<file path="config.mk">
export PLATFORM = sky130hd
export DESIGN_NAME = cpu_ctrl_seq
export DESIGN_NICKNAME = d
export VERILOG_FILES = /design/src/rtl/cpu_ctrl_seq.sv
export SDC_FILE = /design/constraint.sdc
export NUM_CORES = 1
export LEC_CHECK = 0
export BUFFER_PORTS_ARGS = -buffer_cell sky130_fd_sc_hd__buf_2
export CORE_MARGIN = 2
export CORE_UTILIZATION = 32
export CTS_CLUSTER_SIZE = 25
export DETAILED_ROUTE_END_ITERATION = 8
export GPL_ROUTABILITY_DRIVEN = 0
export PLACE_DENSITY_LB_ADDON = 0.08
export SYNTH_ARGS = -nofsm -noshare
export SYNTH_HDL_FRONTEND = slang
export SYNTH_SLANG_ARGS = --single-unit
</file>
<file path="constraint.sdc">
create_clock -name CLK -period 3.8 [get_ports CLK]
set_clock_uncertainty 0.1 [all_clocks]
set_input_delay 0.38 -clock CLK [delete_from_list [all_inputs] [get_ports CLK]]
set_output_delay 0.38 -clock CLK [all_outputs]
set_load 0.1 [all_outputs]
</file>
<file path="src/rtl/cpu_ctrl_seq.sv">
// Hardwired beat sequencer and opcode decoder for the 8-bit model CPU.
// Optional single-step WAIT state is enabled by defining CPU_CTRL_STEP_EN.
module cpu_ctrl_seq #(
    parameter int unsigned ILLEGAL_HALT = 0,
    parameter int unsigned CNT_W        = 8
) (
    input  logic             CLK,
    input  logic             RESETn,
    input  logic [3:0]       OPCODE_IN,
`ifdef CPU_CTRL_STEP_EN
    input  logic             STEP,
`endif
    output logic [7:0]       T,
    output logic             HALT,
    output logic             LD,
    output logic             ADD,
    output logic             SUB,
    output logic             AND,
    output logic             OR,
    output logic             SHL,
    output logic             XOR,
    output logic             ROM_OE,
    output logic             ABUS_SEL,
    output logic             IR_LD,
    output logic             PC_INC,
    output logic             DR_LD,
    output logic             ACC_LD,
    output logic [2:0]       ALU_OP,
    output logic             HALTED,
    output logic [CNT_W-1:0] INSTR_CNT
);

`ifdef CPU_CTRL_STEP_EN
    typedef enum logic [1:0] {S_RUN, S_HALTED, S_WAIT} state_t;
`else
    typedef enum logic [1:0] {S_RUN, S_HALTED} state_t;
`endif

    state_t             state_q, state_d;
    logic [2:0]         beat_q, beat_d;
    logic [7:0]         flags_q, flags_d;
    logic [CNT_W-1:0]   cnt_q, cnt_d;

    logic               operandOp;
    logic               aluOp;
    logic [2:0]         aluCode;

    always_ff @(posedge CLK or negedge RESETn) begin
        if (!RESETn) begin
            state_q <= S_RUN;
            beat_q  <= 3'd0;
            flags_q <= 8'h00;
            cnt_q   <= '0;
        end else begin
            state_q <= state_d;
            beat_q  <= beat_d;
            flags_q <= flags_d;
            cnt_q   <= cnt_d;
        end
    end

    // flags_q holds one bit per opcode (bit n = opcode n); illegal opcodes map to HALT or to nothing.
    always_comb begin
        state_d = state_q;
        beat_d  = beat_q;
        flags_d = flags_q;
        cnt_d   = cnt_q;
        case (state_q)
            S_RUN: begin
                beat_d = beat_q + 3'd1;
                if (beat_q == 3'd1) begin
                    if (OPCODE_IN[3])
                        flags_d = (ILLEGAL_HALT != 0) ? 8'h01 : 8'h00;
                    else
                        flags_d = 8'h01 << OPCODE_IN[2:0];
                end
                if (beat_q == 3'd2 && flags_q[0]) begin
                    state_d = S_HALTED;
                    beat_d  = 3'd0;
                end
                if (beat_q == 3'd7) begin
                    cnt_d = cnt_q + CNT_W'(1);
`ifdef CPU_CTRL_STEP_EN
                    state_d = S_WAIT;
`endif
                end
            end
`ifdef CPU_CTRL_STEP_EN
            S_WAIT: begin
                if (STEP) begin
                    state_d = S_RUN;
                    beat_d  = 3'd0;
                end
            end
`endif
            default: begin
                state_d = state_q;
            end
        endcase
    end

    assign operandOp = |(flags_q & 8'hBE);
    assign aluOp     = |(flags_q & 8'hFE);

    always_comb begin
        aluCode = 3'd0;
        for (int k = 1; k < 8; k++) begin
            if (flags_q[k])
                aluCode = 3'(k - 1);
        end
    end

    // Strobes are pure decode of beat and flags, so reset shows the T0 fetch strobes.
    always_comb begin
        T        = 8'h00;
        ROM_OE   = 1'b0;
        ABUS_SEL = 1'b0;
        IR_LD    = 1'b0;
        PC_INC   = 1'b0;
        DR_LD    = 1'b0;
        ACC_LD   = 1'b0;
        ALU_OP   = 3'd0;
        if (state_q == S_RUN) begin
            T = 8'h01 << beat_q;
            case (beat_q)
                3'd0: ROM_OE = 1'b1;
                3'd1: begin
                    IR_LD  = 1'b1;
                    PC_INC = 1'b1;
                end
                3'd3: begin
                    ROM_OE   = operandOp;
                    ABUS_SEL = operandOp;
                end
                3'd4: DR_LD = operandOp;
                3'd5: begin
                    ACC_LD = aluOp;
                    ALU_OP = aluOp ? aluCode : 3'd0;
                end
                default: begin
                    ROM_OE = 1'b0;
                end
            endcase
        end
    end

    assign HALT      = flags_q[0];
    assign LD        = flags_q[1];
    assign ADD       = flags_q[2];
    assign SUB       = flags_q[3];
    assign AND       = flags_q[4];
    assign OR        = flags_q[5];
    assign SHL       = flags_q[6];
    assign XOR       = flags_q[7];
    assign HALTED    = (state_q == S_HALTED);
    assign INSTR_CNT = cnt_q;

endmodule

</file>
==> metrics.md <==
| Metric | Value |
|---|---|
| Share of cells above drive strength 1 | 32.2% |
| Distinct cells, synth | 34 |
| CTS tree | done |
| CTS Root Buffer Type | clkbuf_4 |
| DRC | 0 |
| Most frequent cells in the layout | 39 x buf_2, 20 x dfrtp_1, 13 x nand2_1 |
| R2r setup slk | 1.87 ns |
| Drt first pass iters | 4 |
| R2R Path Start | beat_q[1] |
| Syn. warnings | 0 |
| Met1 Usage GRT | 18.6% |
| Slew HR | 67.7% |
| Row count | 21 |
| Die area | 3870 um2 |
| Bufs on Longest Clock Path | 2 |
| Antenna cells | 0 |
| Crit Path Class | reg -> out |
| Post-DP HPWL | 1.86 mm |
| Reg2reg end | flags_q[7] |
| Worst-path clk slew | 0.11 ns |
| Vias per cell | 4.75 |
| Post-Layout Cell Count | 195 |
| Core footprint | 3280 um2 |
| Yosys reg bits | 20 |
| Final Hold Fails | 0 |
| Fin. max-slew vios | 0 |
| Placed cell area | 1310 um2 |
| Final nets | 163 |
| Fin area | 1350 um2 |
| GR Util met3 | 2.90% |
| Status | complete, no violations |
| Post-DR wirelength/cell | 12.4 um |
| Worst skew pair latency | 0.30 ns |
| DR iter-0 viols | 48 |
| Number of fill cells | 341 |
| Met2 Use GR | 17.8% |
| Critical Path Start Type | flop |
| Height of the die | 62.2 um |
| Starting Density | 33.0% |
| Setup TNS | 0 ns |
| Worst setup path end | T[1] |
| Vias in the first global route | 838 |
| Placed Cells | 190 |
| Fmax achieved | 373 MHz |
| Die width | 62.2 um |
| Vias after detailed routing | 927 |
| Num CTS Buffers | 3 |
| Syn_nets | 123 |
| Overall routing resource usage | 12.6% |
| Total I/O pin count | 40 |
| Arrival time at the worst endpoint | 2.20 ns |
| Final setup violation count | 0 |
| Setup repair after global routing missed its margin | no |
| GR peak layer | met1 |
| Total grt overflow | 0 |
| First-pass GRT wire length | 3.88 mm |
| Routed Antenna Nets | 0 |
| FF-to-FF path depth | 5 |
| Clock Sinks | 20 |
| Commonest non-fill, non-tap cell in the layout | buf_2 |
| Worst-path fanout max | 15 |
| Largest net degree at the start of global routing | 21 |
| Fin crit share | 70.5% |
| Worst slew pin tran | 0.488 ns |
| CP required | 3.32 ns |
| Cell count after synthesis | 110 |
| H-tree Lvls | 1 |
| Fin crit period | 2.68 ns |
| Critical path capture point type | output port |
| Mean Syn Cell Area | 9.86 um2 |
| Max Cap Violations | 0 |
| Crit. Startpoint | beat_q[1] |
| Mapped Area | 1080 um2 |
| Hold Crit Class | in -> reg |
| Initial antenna violation count | 0 |
| I/O Buffers | 39 |
| Layout Area Growth over Synthesis | 24.6% |
| Sequential area share after synthesis | 46.1% |
| Final wirelength | 2.41 mm |
-- worst min-delay path by stage --
stage | to | cells past startpoint | from | slack (ns)
2_1_floorplan | INSTR_CNT[0] | 0 | RESETn | -0.02
3_3_place_gp | INSTR_CNT[6] | 1 | RESETn | 0.26
3_5_place_dp | INSTR_CNT[6] | 1 | RESETn | 0.25
4_1_cts | flags_q[4] | 2 | OPCODE_IN[0] | 0.21
5_1_grt | flags_q[4] | 2 | OPCODE_IN[1] | 0.21
6_report | flags_q[4] | 2 | OPCODE_IN[0] | 0.21
-- registers in the layout, indices dropped and copies added (netlist names) --
| name | flops |
|---|---|
| beat_q | 3 |
| flags_q | 8 |
| INSTR_CNT | 8 |
| state_q | 1 |
-- logic make-up after synthesis --
logic type | after synthesis | synth area share, %
simple gates | 41 | 20.3
flops | 20 | 46.1
compound gates | 19 | 11.9
buf+inv | 15 | 6.92
xor+xnor | 7 | 5.65
fa+ha+maj | 7 | 8.07
mux | 1 | 1.04
-- metal layers --
| metal | vias up | wire, um |
|---|---|---|
| met4 | 0 | 30 |
| met1 | 439 | 1180 |
| met3 | 4 | 136 |
| li1 | 456 | - |
| met2 | 28 | 1060 |
| met5 | - | 0 |
-- per-stage QoR --
| step | setup WS [ns] | util, % | hold slack, ns |
|---|---|---|---|
| floorplan | 0.261 | - | -0.0156 |
| global placement | 1.55 | 39.7 | 0.259 |
| detailed placement | 1.48 | 39.7 | 0.253 |
| CTS | 1.13 | 41.1 | 0.206 |
| global route | 1.02 | 41.1 | 0.209 |
| finish | 1.12 | 41.1 | 0.213 |
-- timing repair --
action,4_1_cts,5_1_grt
resized for setup,0,0
buffers inserted,0,0
endpoints found under the hold margin,20,0
setup endpoints to repair,0,0
hold buffers,1,0
-- cell type report --
type / count / area, um2 / area share [%]
flip-flops and latches: 20 / 500 / 37.0
clock buffers: 4 / 36.3 / 2.69
repair buffers: 40 / 205 / 15.2
multi-input cells: 75 / 514 / 38.1
well taps: 46 / 57.6 / 4.26
inverters: 10 / 37.5 / 2.78
-- worst max-delay path, cell delays in order (launching register included) --
cell,delay [ns]
dfrtp_1,0.42
inv_1,0.10
ha_1,0.16
or3b_1,0.56
inv_1,0.20
buf_2,0.45
-- cells in the mapped netlist (all sizes together) --
master | instances | share of area [%]
nand4b | 1 | 0.81
nand3 | 2 | 0.92
mux2 | 1 | 1.0
nor3b | 1 | 0.69
inv | 10 | 3.5
a21oi | 4 | 1.8
and3 | 5 | 3.1
nor2b | 2 | 1.2
xnor2 | 4 | 3.2
nor2 | 4 | 1.4
nand4 | 2 | 1.2
nor3 | 2 | 0.92
o21bai | 2 | 1.4
clkbuf | 2 | 1.6
nor4 | 1 | 0.58
or3 | 2 | 1.2
nand2b | 3 | 1.7
and2b | 1 | 0.69
or3b | 1 | 0.81
ha | 7 | 8.1
o21ai | 6 | 2.8
nand2 | 13 | 4.5
dfrtp | 20 | 46
o31ai | 1 | 0.69
a211oi | 1 | 0.69
xor2 | 3 | 2.4
or4 | 1 | 0.69
o22ai | 1 | 0.58
o41ai | 4 | 3.9
buf | 3 | 1.8
Power is not shown: default switching activity piles up to over one toggle a cycle in this logic, so the estimate is an artifact.
